### src/rtl/re_pkg.sv
// Shared types and constants for the uplink RE mapper slot path.
// Holds the scheduler state encoding and the slot allocation struct.
package re_pkg;

  localparam int MAX_SC       = 1200;
  localparam int SC_PER_RB    = 12;
  localparam int SYM_PER_SLOT = 14;

  typedef enum logic [2:0] {
    S_IDLE,
    S_CHECK,
    S_ISSUE,
    S_MAP_WAIT,
    S_DRAIN,
    S_DONE
  } sched_state_t;

  typedef struct packed {
    logic [3:0]  sym_start;
    logic [3:0]  sym_end;
    logic [10:0] n_sc;
    logic [6:0]  n_rb;
  } re_cfg_t;

  // Allocation must fit inside the slot and the subcarrier grid.
  function automatic logic cfg_err(input re_cfg_t c);
    logic [10:0] rb_sc;
    logic [11:0] sum;
    rb_sc = 11'(11'(c.n_rb) * 11'(SC_PER_RB));
    sum   = 12'(c.n_sc) + 12'(rb_sc);
    return (c.sym_end < c.sym_start)
        || (c.sym_end > 4'(SYM_PER_SLOT - 1))
        || (c.n_rb == 7'd0)
        || (sum > 12'(MAX_SC));
  endfunction

endpackage

### src/rtl/pingpong_tracker.sv
// Two-buffer symbol grid occupancy: mapper fills one buffer while
// the IFFT drains the other.
module pingpong_tracker
  import re_pkg::*;
(
  input  logic       CLK_RE,
  input  logic       RST_RE,
  input  logic       clr,
  input  logic       set,
  input  logic [3:0] set_idx,
  input  logic       ifft_ack,
  output logic       wr_free,
  output logic       wr_ptr,
  output logic       buf_empty,
  output logic       ifft_req,
  output logic       ifft_buf_sel,
  output logic [3:0] ifft_sym_idx
);

  logic [1:0] buf_full;
  logic       rd_ptr;
  logic [3:0] sym_idx [2];

  always_ff @(posedge CLK_RE or negedge RST_RE) begin
    if (!RST_RE) begin
      buf_full   <= 2'b00;
      wr_ptr     <= 1'b0;
      rd_ptr     <= 1'b0;
      sym_idx[0] <= 4'd0;
      sym_idx[1] <= 4'd0;
    end else if (clr) begin
      buf_full <= 2'b00;
      wr_ptr   <= 1'b0;
      rd_ptr   <= 1'b0;
    end else begin
      // set and ack always target different buffers
      if (set) begin
        buf_full[wr_ptr] <= 1'b1;
        sym_idx[wr_ptr]  <= set_idx;
        wr_ptr           <= ~wr_ptr;
      end
      if (ifft_ack && buf_full[rd_ptr]) begin
        buf_full[rd_ptr] <= 1'b0;
        rd_ptr           <= ~rd_ptr;
      end
    end
  end

  assign wr_free      = ~buf_full[wr_ptr];
  assign buf_empty    = (buf_full == 2'b00);
  assign ifft_req     = buf_full[rd_ptr];
  assign ifft_buf_sel = rd_ptr;
  assign ifft_sym_idx = sym_idx[rd_ptr];

endmodule

### src/rtl/re_slot_scheduler.sv
// Slot sequencer for the uplink RE mapper: DMRS first, then data
// symbols, through a ping-pong grid feeding the IFFT.
module re_slot_scheduler
  import re_pkg::*;
#(
  parameter int TIMEOUT_CYC = 4095
) (
  input  logic        CLK_RE,
  input  logic        RST_RE,
  input  logic        slot_start,
  input  logic [3:0]  cfg_sym_start,
  input  logic [3:0]  cfg_sym_end,
  input  logic [10:0] cfg_n_sc,
  input  logic [6:0]  cfg_n_rb,
  output logic [3:0]  map_sym_start,
  output logic [3:0]  map_sym_end,
  output logic [10:0] map_n_sc,
  output logic [6:0]  map_n_rb,
  output logic        dmrs_start,
  output logic        fft_start,
  output logic [3:0]  map_sym_idx,
  output logic        map_buf_sel,
  input  logic        map_sym_done,
  output logic        ifft_req,
  output logic        ifft_buf_sel,
  output logic [3:0]  ifft_sym_idx,
  input  logic        ifft_ack,
  output logic        busy,
  output logic        slot_done,
  output logic        slot_err
);

  localparam int WDW = $clog2(TIMEOUT_CYC + 1);

  sched_state_t   state;
  re_cfg_t        cfg;
  logic [3:0]     sym_idx;
  logic [WDW-1:0] wd;
  logic           err_flag;
  logic           wr_free;
  logic           buf_empty;
  logic           map_set;
  logic           wd_exp;
  logic           abort;

  assign map_set = (state == S_MAP_WAIT) && map_sym_done;
  assign wd_exp  = (state == S_MAP_WAIT) && !map_sym_done
                && (wd == '0);
  assign abort   = ((state == S_CHECK) && cfg_err(cfg)) || wd_exp;

  assign map_sym_start = cfg.sym_start;
  assign map_sym_end   = cfg.sym_end;
  assign map_n_sc      = cfg.n_sc;
  assign map_n_rb      = cfg.n_rb;
  assign map_sym_idx   = sym_idx;

  pingpong_tracker u_pp (
    .CLK_RE       (CLK_RE),
    .RST_RE       (RST_RE),
    .clr          (abort),
    .set          (map_set),
    .set_idx      (sym_idx),
    .ifft_ack     (ifft_ack),
    .wr_free      (wr_free),
    .wr_ptr       (map_buf_sel),
    .buf_empty    (buf_empty),
    .ifft_req     (ifft_req),
    .ifft_buf_sel (ifft_buf_sel),
    .ifft_sym_idx (ifft_sym_idx)
  );

  always_ff @(posedge CLK_RE or negedge RST_RE) begin
    if (!RST_RE) begin
      state      <= S_IDLE;
      cfg        <= '0;
      sym_idx    <= 4'd0;
      wd         <= '0;
      err_flag   <= 1'b0;
      dmrs_start <= 1'b0;
      fft_start  <= 1'b0;
      busy       <= 1'b0;
      slot_done  <= 1'b0;
      slot_err   <= 1'b0;
    end else begin
      dmrs_start <= 1'b0;
      fft_start  <= 1'b0;
      slot_done  <= 1'b0;
      slot_err   <= 1'b0;
      unique case (state)
        S_IDLE: begin
          if (slot_start) begin
            cfg.sym_start <= cfg_sym_start;
            cfg.sym_end   <= cfg_sym_end;
            cfg.n_sc      <= cfg_n_sc;
            cfg.n_rb      <= cfg_n_rb;
            err_flag      <= 1'b0;
            busy          <= 1'b1;
            state         <= S_CHECK;
          end
        end
        S_CHECK: begin
          if (cfg_err(cfg)) begin
            err_flag <= 1'b1;
            state    <= S_DONE;
          end else begin
            sym_idx <= cfg.sym_start;
            state   <= S_ISSUE;
          end
        end
        S_ISSUE: begin
          if (wr_free) begin
            if (sym_idx == cfg.sym_start) dmrs_start <= 1'b1;
            else                          fft_start  <= 1'b1;
            wd    <= WDW'(TIMEOUT_CYC);
            state <= S_MAP_WAIT;
          end
        end
        S_MAP_WAIT: begin
          if (map_sym_done) begin
            if (sym_idx == cfg.sym_end) begin
              state <= S_DRAIN;
            end else begin
              sym_idx <= sym_idx + 4'd1;
              state   <= S_ISSUE;
            end
          end else if (wd == '0) begin
            err_flag <= 1'b1;
            state    <= S_DONE;
          end else begin
            wd <= wd - 1'b1;
          end
        end
        S_DRAIN: begin
          if (buf_empty) state <= S_DONE;
        end
        S_DONE: begin
          slot_done <= 1'b1;
          slot_err  <= err_flag;
          busy      <= 1'b0;
          state     <= S_IDLE;
        end
        default: state <= S_IDLE;
      endcase
    end
  end

endmodule
### config.mk
export PLATFORM = sky130hd
export DESIGN_NAME = re_slot_scheduler
export DESIGN_NICKNAME = d
export VERILOG_FILES = /design/src/rtl/re_pkg.sv /design/src/rtl/pingpong_tracker.sv /design/src/rtl/re_slot_scheduler.sv
export SDC_FILE = /design/constraint.sdc
export NUM_CORES = 1
export LEC_CHECK = 0
export CORE_MARGIN = 3
export CORE_UTILIZATION = 52
export CTS_CLUSTER_SIZE = 16
export DETAILED_ROUTE_END_ITERATION = 6
export PLACE_DENSITY = 0.81
export SLEW_MARGIN = 0
export SYNTH_ARGS = -nofsm -noshare
export SYNTH_HDL_FRONTEND = slang
export SYNTH_SLANG_ARGS = --single-unit
### constraint.sdc
create_clock -name CLK_RE -period 4.2 [get_ports CLK_RE]
set_clock_uncertainty 0.15 [all_clocks]
set_input_delay 1.26 -clock CLK_RE [delete_from_list [all_inputs] [get_ports CLK_RE]]
set_output_delay 1.26 -clock CLK_RE [all_outputs]
set_load 0.03 [all_outputs]
* After elaboration in Yosys (flattened, before gate mapping)
Cells that the tools add are included.
** Cells by class
- Add/sub/neg operators :: 3
- Equal/unequal tests :: 18
- Multiply operators :: 1
- $lt $le $gt $ge :: 10
- Reduce and logical (&&, ||, !) cells :: 30
- Bitwise gates (word level) :: 8
- Muxes and demuxes :: 53
** Operators with widths (number)
- $mux W12 :: 3
- $mux W4 :: 7
- $pmux W12 S2 :: 1
- $mux W1 :: 23
- $mux W3 :: 7
- $ne A2 B2 Y1 const B :: 8
- $pmux W3 S5 :: 1
- $add A11 B11 Y12 :: 1
- $gt A12 B11 Y1 const B :: 1
- $logic_not A12 Y1 :: 1
- $reduce_and A4 Y1 :: 3
- $sub A12 B1 Y12 const B :: 1
- $reduce_bool A2 Y1 :: 5
- $mul A7 B2 Y9 const B :: 1
- $bwmux W8 :: 1
- $eq A4 B4 Y1 :: 2
- $logic_and A1 B1 Y1 :: 8
- $mux W2 :: 4
- $pmux W4 S2 :: 1
- $logic_not A7 Y1 :: 1
- $eq A3 B2 Y1 const B :: 2
- $eq A3 B3 Y1 const B :: 2
- $reduce_and A2 Y1 :: 3
- $reduce_and A5 Y1 :: 1
- other kinds (24) :: 35
** Word-level totals
- Output and inout port bits :: 42
- Bits in registers :: 63
- Logic and storage cells :: 141

* Longest topological paths before layout
- Depth in word-level cells :: 10
- Depth in mapped cells :: 17
- Gate-level depth less buffers :: 17

* Hierarchy
From an unflattened synthesis, not the netlist that was laid out.
** Unflattened totals
- Cell total of the unflattened synthesis :: 363
- Area total of the unflattened synthesis :: 3744.8 um^2
** By module, submodules not included
- re_slot_scheduler :: area each 3190.6 um^2, cells each 322, times used 1
- pingpong_tracker :: area each 554.3 um^2, cells each 41, times used 1

* Worst setup path before layout
No wires, ideal clock.
- Path kind :: register to register
- Start :: register cfg, in the netlist map_n_rb[2]
- End :: register sym_idx[1], in the netlist map_sym_idx[1]
- Required time :: 3922 ps
- Cell stages (with the launch flop) :: 16
- Path buffers :: 0
- Slack :: 344 ps
- Arrival :: 3578 ps
- Cell sequence :: dfrtp_1 ha_1 a21o_1 a21oi_1 nor2b_1 o21ai_0 nand2b_1 xnor2_1 ha_1 a2111oi_0 o21a_1 nor2_1 o21bai_1 o2111ai_1 o211ai_1 mux2_1
** On the way
- Word-level cells in the longest chain between the ends :: 6
** Ends and longest elaborated chain
- start: declaration :: RTL line re_slot_scheduler.sv:36 : re_cfg_t cfg;
- $mul A7 B2 Y9 :: RTL line re_pkg.sv:29 : rb_sc = 11'(11'(c.n_rb) * 11'(SC_PER_RB));
- $add A11 B11 Y12 :: RTL line re_pkg.sv:30 : sum = 12'(c.n_sc) + 12'(rb_sc);
- $gt A12 B11 Y1 :: RTL line re_pkg.sv:34 : || (sum > 12'(MAX_SC));
- $logic_or A1 B1 Y1 * :: RTL line re_pkg.sv:34
- $ne A2 B2 Y1 (no source line) *
- $reduce_and A4 Y1 (no source line) *
- end signal: assignment :: RTL line re_slot_scheduler.sv:106 : sym_idx <= cfg.sym_start;
- end signal: assignment :: RTL line re_slot_scheduler.sv:123 : sym_idx <= sym_idx + 4'd1;
- end: declaration :: RTL line re_slot_scheduler.sv:37 : logic [3:0] sym_idx;
Mark *: on every way between the ends. The rest lies on a longest branch, timed or not.
A chain may end at the register's enable or synchronous reset.

* Worst setup path in the final report
- Start :: register cfg, in the netlist map_n_rb[1]
- End :: register sym_idx[1], in the netlist map_sym_idx[1]
The elaborated chain is that of the path after synthesis.

==> results.toml <==
[outcome]
status = "finished clean"

[drt]
drt-total-wl_mm = 7.98
antenna_left = 0
drt_iter0_markers = 212
drtPass1Iterations = 5
viasPerCell = 5.64
vias = 2957
post_drt_wl_per_cell_um = 15.2
drc = 0

[critical_path]
cp-endpoint = "map_sym_idx[1]$_DFFE_PN0P_"
crit_type = "register to register"
cpMaxStageDelayCell = "dfrtp_1"
max_stage_delay_ps = 440
crit_top_cell = "ha_1"
cp_max_fo = 6
crit_start = "map_n_rb[1]$_DFFE_PN0P_"
end_kind = "register"
ff2ff_setup_slack_ps = 260
r2r_cells = 15
path_cells = "ha_1 -> a21o_1 -> a21oi_2 -> nor2b_1 -> o21ai_0 -> nand2b_1 -> xnor2_1 -> ha_1 -> a2111oi_2 -> o21a_1 -> nor2_1 -> o21bai_1 -> o2111ai_2 -> o211ai_1 -> mux2_1"
cp.arrival_ps = 4000
r2r_start = "map_n_rb[1]$_DFFE_PN0P_"
r2r_end = "map_sym_idx[1]$_DFFE_PN0P_"
startpoint_type = "register"
cp.required_ps = 4260

[die]
die_w_um = 89.6
die_h_um = 89.6
core_area_mm2 = 0.00657
rows = 29
ios = 73
initial_utilization_pct = 55.4
die_area_mm2 = 0.00803

[sta]
tightest_slew_ps = 797
max_freq_mhz = 254
fin_crit_sh_pct = 93.8
finalHoldViolations = 0
slew-limit-headroom_pct = 46.9
layout_min_cycle_time_ps = 3940
setup-violations-final = 0
slew_viol_final = 0

[synth]
syn_nets = 409
ys_seq_area_share_pct = 43.4
ys.flop_type = "dfrtp_1"
yosysWarnings = 0
synth_cell_types = 55
synth_cells = 351
synth_area_mm2 = 0.00364
synth_edf_count = 0
synth_seq_cells = 63
async_flop_share_pct = 100
syn_area_per_cell_um2 = 10.4

[layout]
n_antenna_cell = 0
area_growth_pct = 28.1
final_cell_mix = "clkdlybuf4s50_1, dfrtp_1, nand2_1"
layout.nets = 484
drive_gt1_share_pct = 10.7
design_area_mm2 = 0.00466
layout_commonest_cell = "clkdlybuf4s50_1"
final_cells = 524

[grt]
antenna_found_initial = 0
grt_pass1_vias = 2848
grt_pass1_wl_mm = 13.2
grt_use_total_pct = 21.0
grt_max_degree = 64
gr-total-overflow = 0

[clock_tree]
hold_buffers = 0
htree_levels = 3
cts_buffer_depth = 2
root_buffer = "clkbuf_8"
clkTransAtPathRegs_ps = 70
cts_tree = "yes"
clock_latency_ps = 320
cts.sinks = 63
numCtsBuffers = 9

[flow_run]
maxCapViolCount = 0

[worst_hold_path]
min_path_type = "register to register"

[placement]
gp_congestion = 0.828
io_buffers = 72
hpwl_mm = 5.70
post_dp_cell_area_mm2 = 0.00445
numPlacedInstances = 507
-- sequential cells by signal, indices dropped and copies added (netlist names), 3 cells and up --
signal,cells
map_n_rb,7
map_n_sc,11
map_sym_end,4
map_sym_idx,4
map_sym_start,4
state,3
u_pp.sym_idx,8
wd,12
-- cell usage after synthesis, types with 2 or more instances --
| library cell | count | area (um^2) |
|---|---|---|
| o21ai_1 | 4 | 20.0 |
| or4_4 | 2 | 22.5 |
| a211oi_1 | 3 | 22.5 |
| o311ai_1 | 2 | 17.5 |
| clkbuf_1 | 10 | 37.5 |
| nor3_1 | 6 | 30.0 |
| o2111ai_1 | 2 | 17.5 |
| mux2_2 | 17 | 191 |
| o211ai_1 | 5 | 37.5 |
| a21o_1 | 5 | 37.5 |
| or4_1 | 2 | 15.0 |
| o21ai_0 | 22 | 110 |
| and2_1 | 2 | 12.5 |
| a311oi_1 | 2 | 17.5 |
| xor2_1 | 10 | 87.6 |
| nand2b_1 | 5 | 31.3 |
| o21a_1 | 2 | 15.0 |
| xnor2_1 | 12 | 105 |
| nand3_1 | 8 | 40.0 |
| dfrtp_1 | 63 | 1580 |
| nor2b_1 | 4 | 25.0 |
| o21bai_1 | 3 | 22.5 |
| a31oi_1 | 2 | 12.5 |
| nor4_1 | 5 | 31.3 |
| inv_1 | 15 | 56.3 |
| mux2_1 | 15 | 169 |
| nand2_1 | 28 | 105 |
| a21oi_1 | 12 | 60.1 |
| nor2_1 | 22 | 82.6 |
| and3_1 | 3 | 18.8 |
| fa_1 | 2 | 40.0 |
| or3_1 | 8 | 50.1 |
| ha_1 | 25 | 313 |
| nor3b_1 | 2 | 15.0 |
-- metal layers --
layer  global-route usage, %  up-vias  wire [um]
met5                       0        -          0
met2                    33.1       92       3760
li1                        -     1422          -
met1                    29.4     1437       3640
met4                    6.90        0         85
met3                    3.92        6        490
-- timing repair --
item                       4_1_cts  5_1_grt
setup endpoints to repair        0        9
setup buffers                    0        1
gates resized for setup          0        4
-- area by class of cell --
type                    count  area, um^2
repair buffers             75         738
multi-input cells         262        1980
well taps                  93         116
clock inverters             4        45.0
inverters                  15        56.3
fillers                   500        1910
clock buffers              12         145
flip-flops and latches     63        1580
-- per-stage QoR --
stage	util [%]	TNS (ps)	hold WS (ps)	setup WS, ps
2_1_floorplan	-	0	291	344
3_3_place_gp	67.7	0	305	290
3_5_place_dp	67.7	0	308	155
4_1_cts	70.6	0	322	140
5_1_grt	70.9	-55.7	326	-55.7
6_report	70.9	0	317	262
-- worst min path at each step --
stage                         startpoint                   end  depth (start not counted)
global placement    err_flag$_DFFE_PN0P_  err_flag$_DFFE_PN0P_                          1
CTS                 err_flag$_DFFE_PN0P_  err_flag$_DFFE_PN0P_                          1
global route        err_flag$_DFFE_PN0P_  err_flag$_DFFE_PN0P_                          1
finish              err_flag$_DFFE_PN0P_  err_flag$_DFFE_PN0P_                          1
detailed placement  err_flag$_DFFE_PN0P_  err_flag$_DFFE_PN0P_                          1
floorplan           err_flag$_DFFE_PN0P_  err_flag$_DFFE_PN0P_                          1
-- worst max-delay path: cells and delay by family (launching register included) --
| kind | cells | cell delay (ps) |
|---|---|---|
| DFF | 1 | 440 |
| and+or+nand+nor | 3 | 230 |
| AOI/OAI and AO/OA | 8 | 1840 |
| muxes | 1 | 350 |
| xor gates and xnor gates | 1 | 200 |
| adders and majority gates | 2 | 630 |
-- logic make-up (layout without fill, tap and decap cells) --
family	after synthesis	count (layout)	synth area share, %
AOI/OAI and AO/OA	79	79	14.7
xor gates and xnor gates	22	22	5.30
adders and majority gates	27	27	9.70
buffers and inverters	26	106	2.72
DFF	63	63	43.4
muxes	33	33	10.2
and+or+nand+nor	101	101	14.0
Power is left out: the tool's default activity adds up to more than one toggle a clock period on the data nets, which glitch-free logic cannot reach.
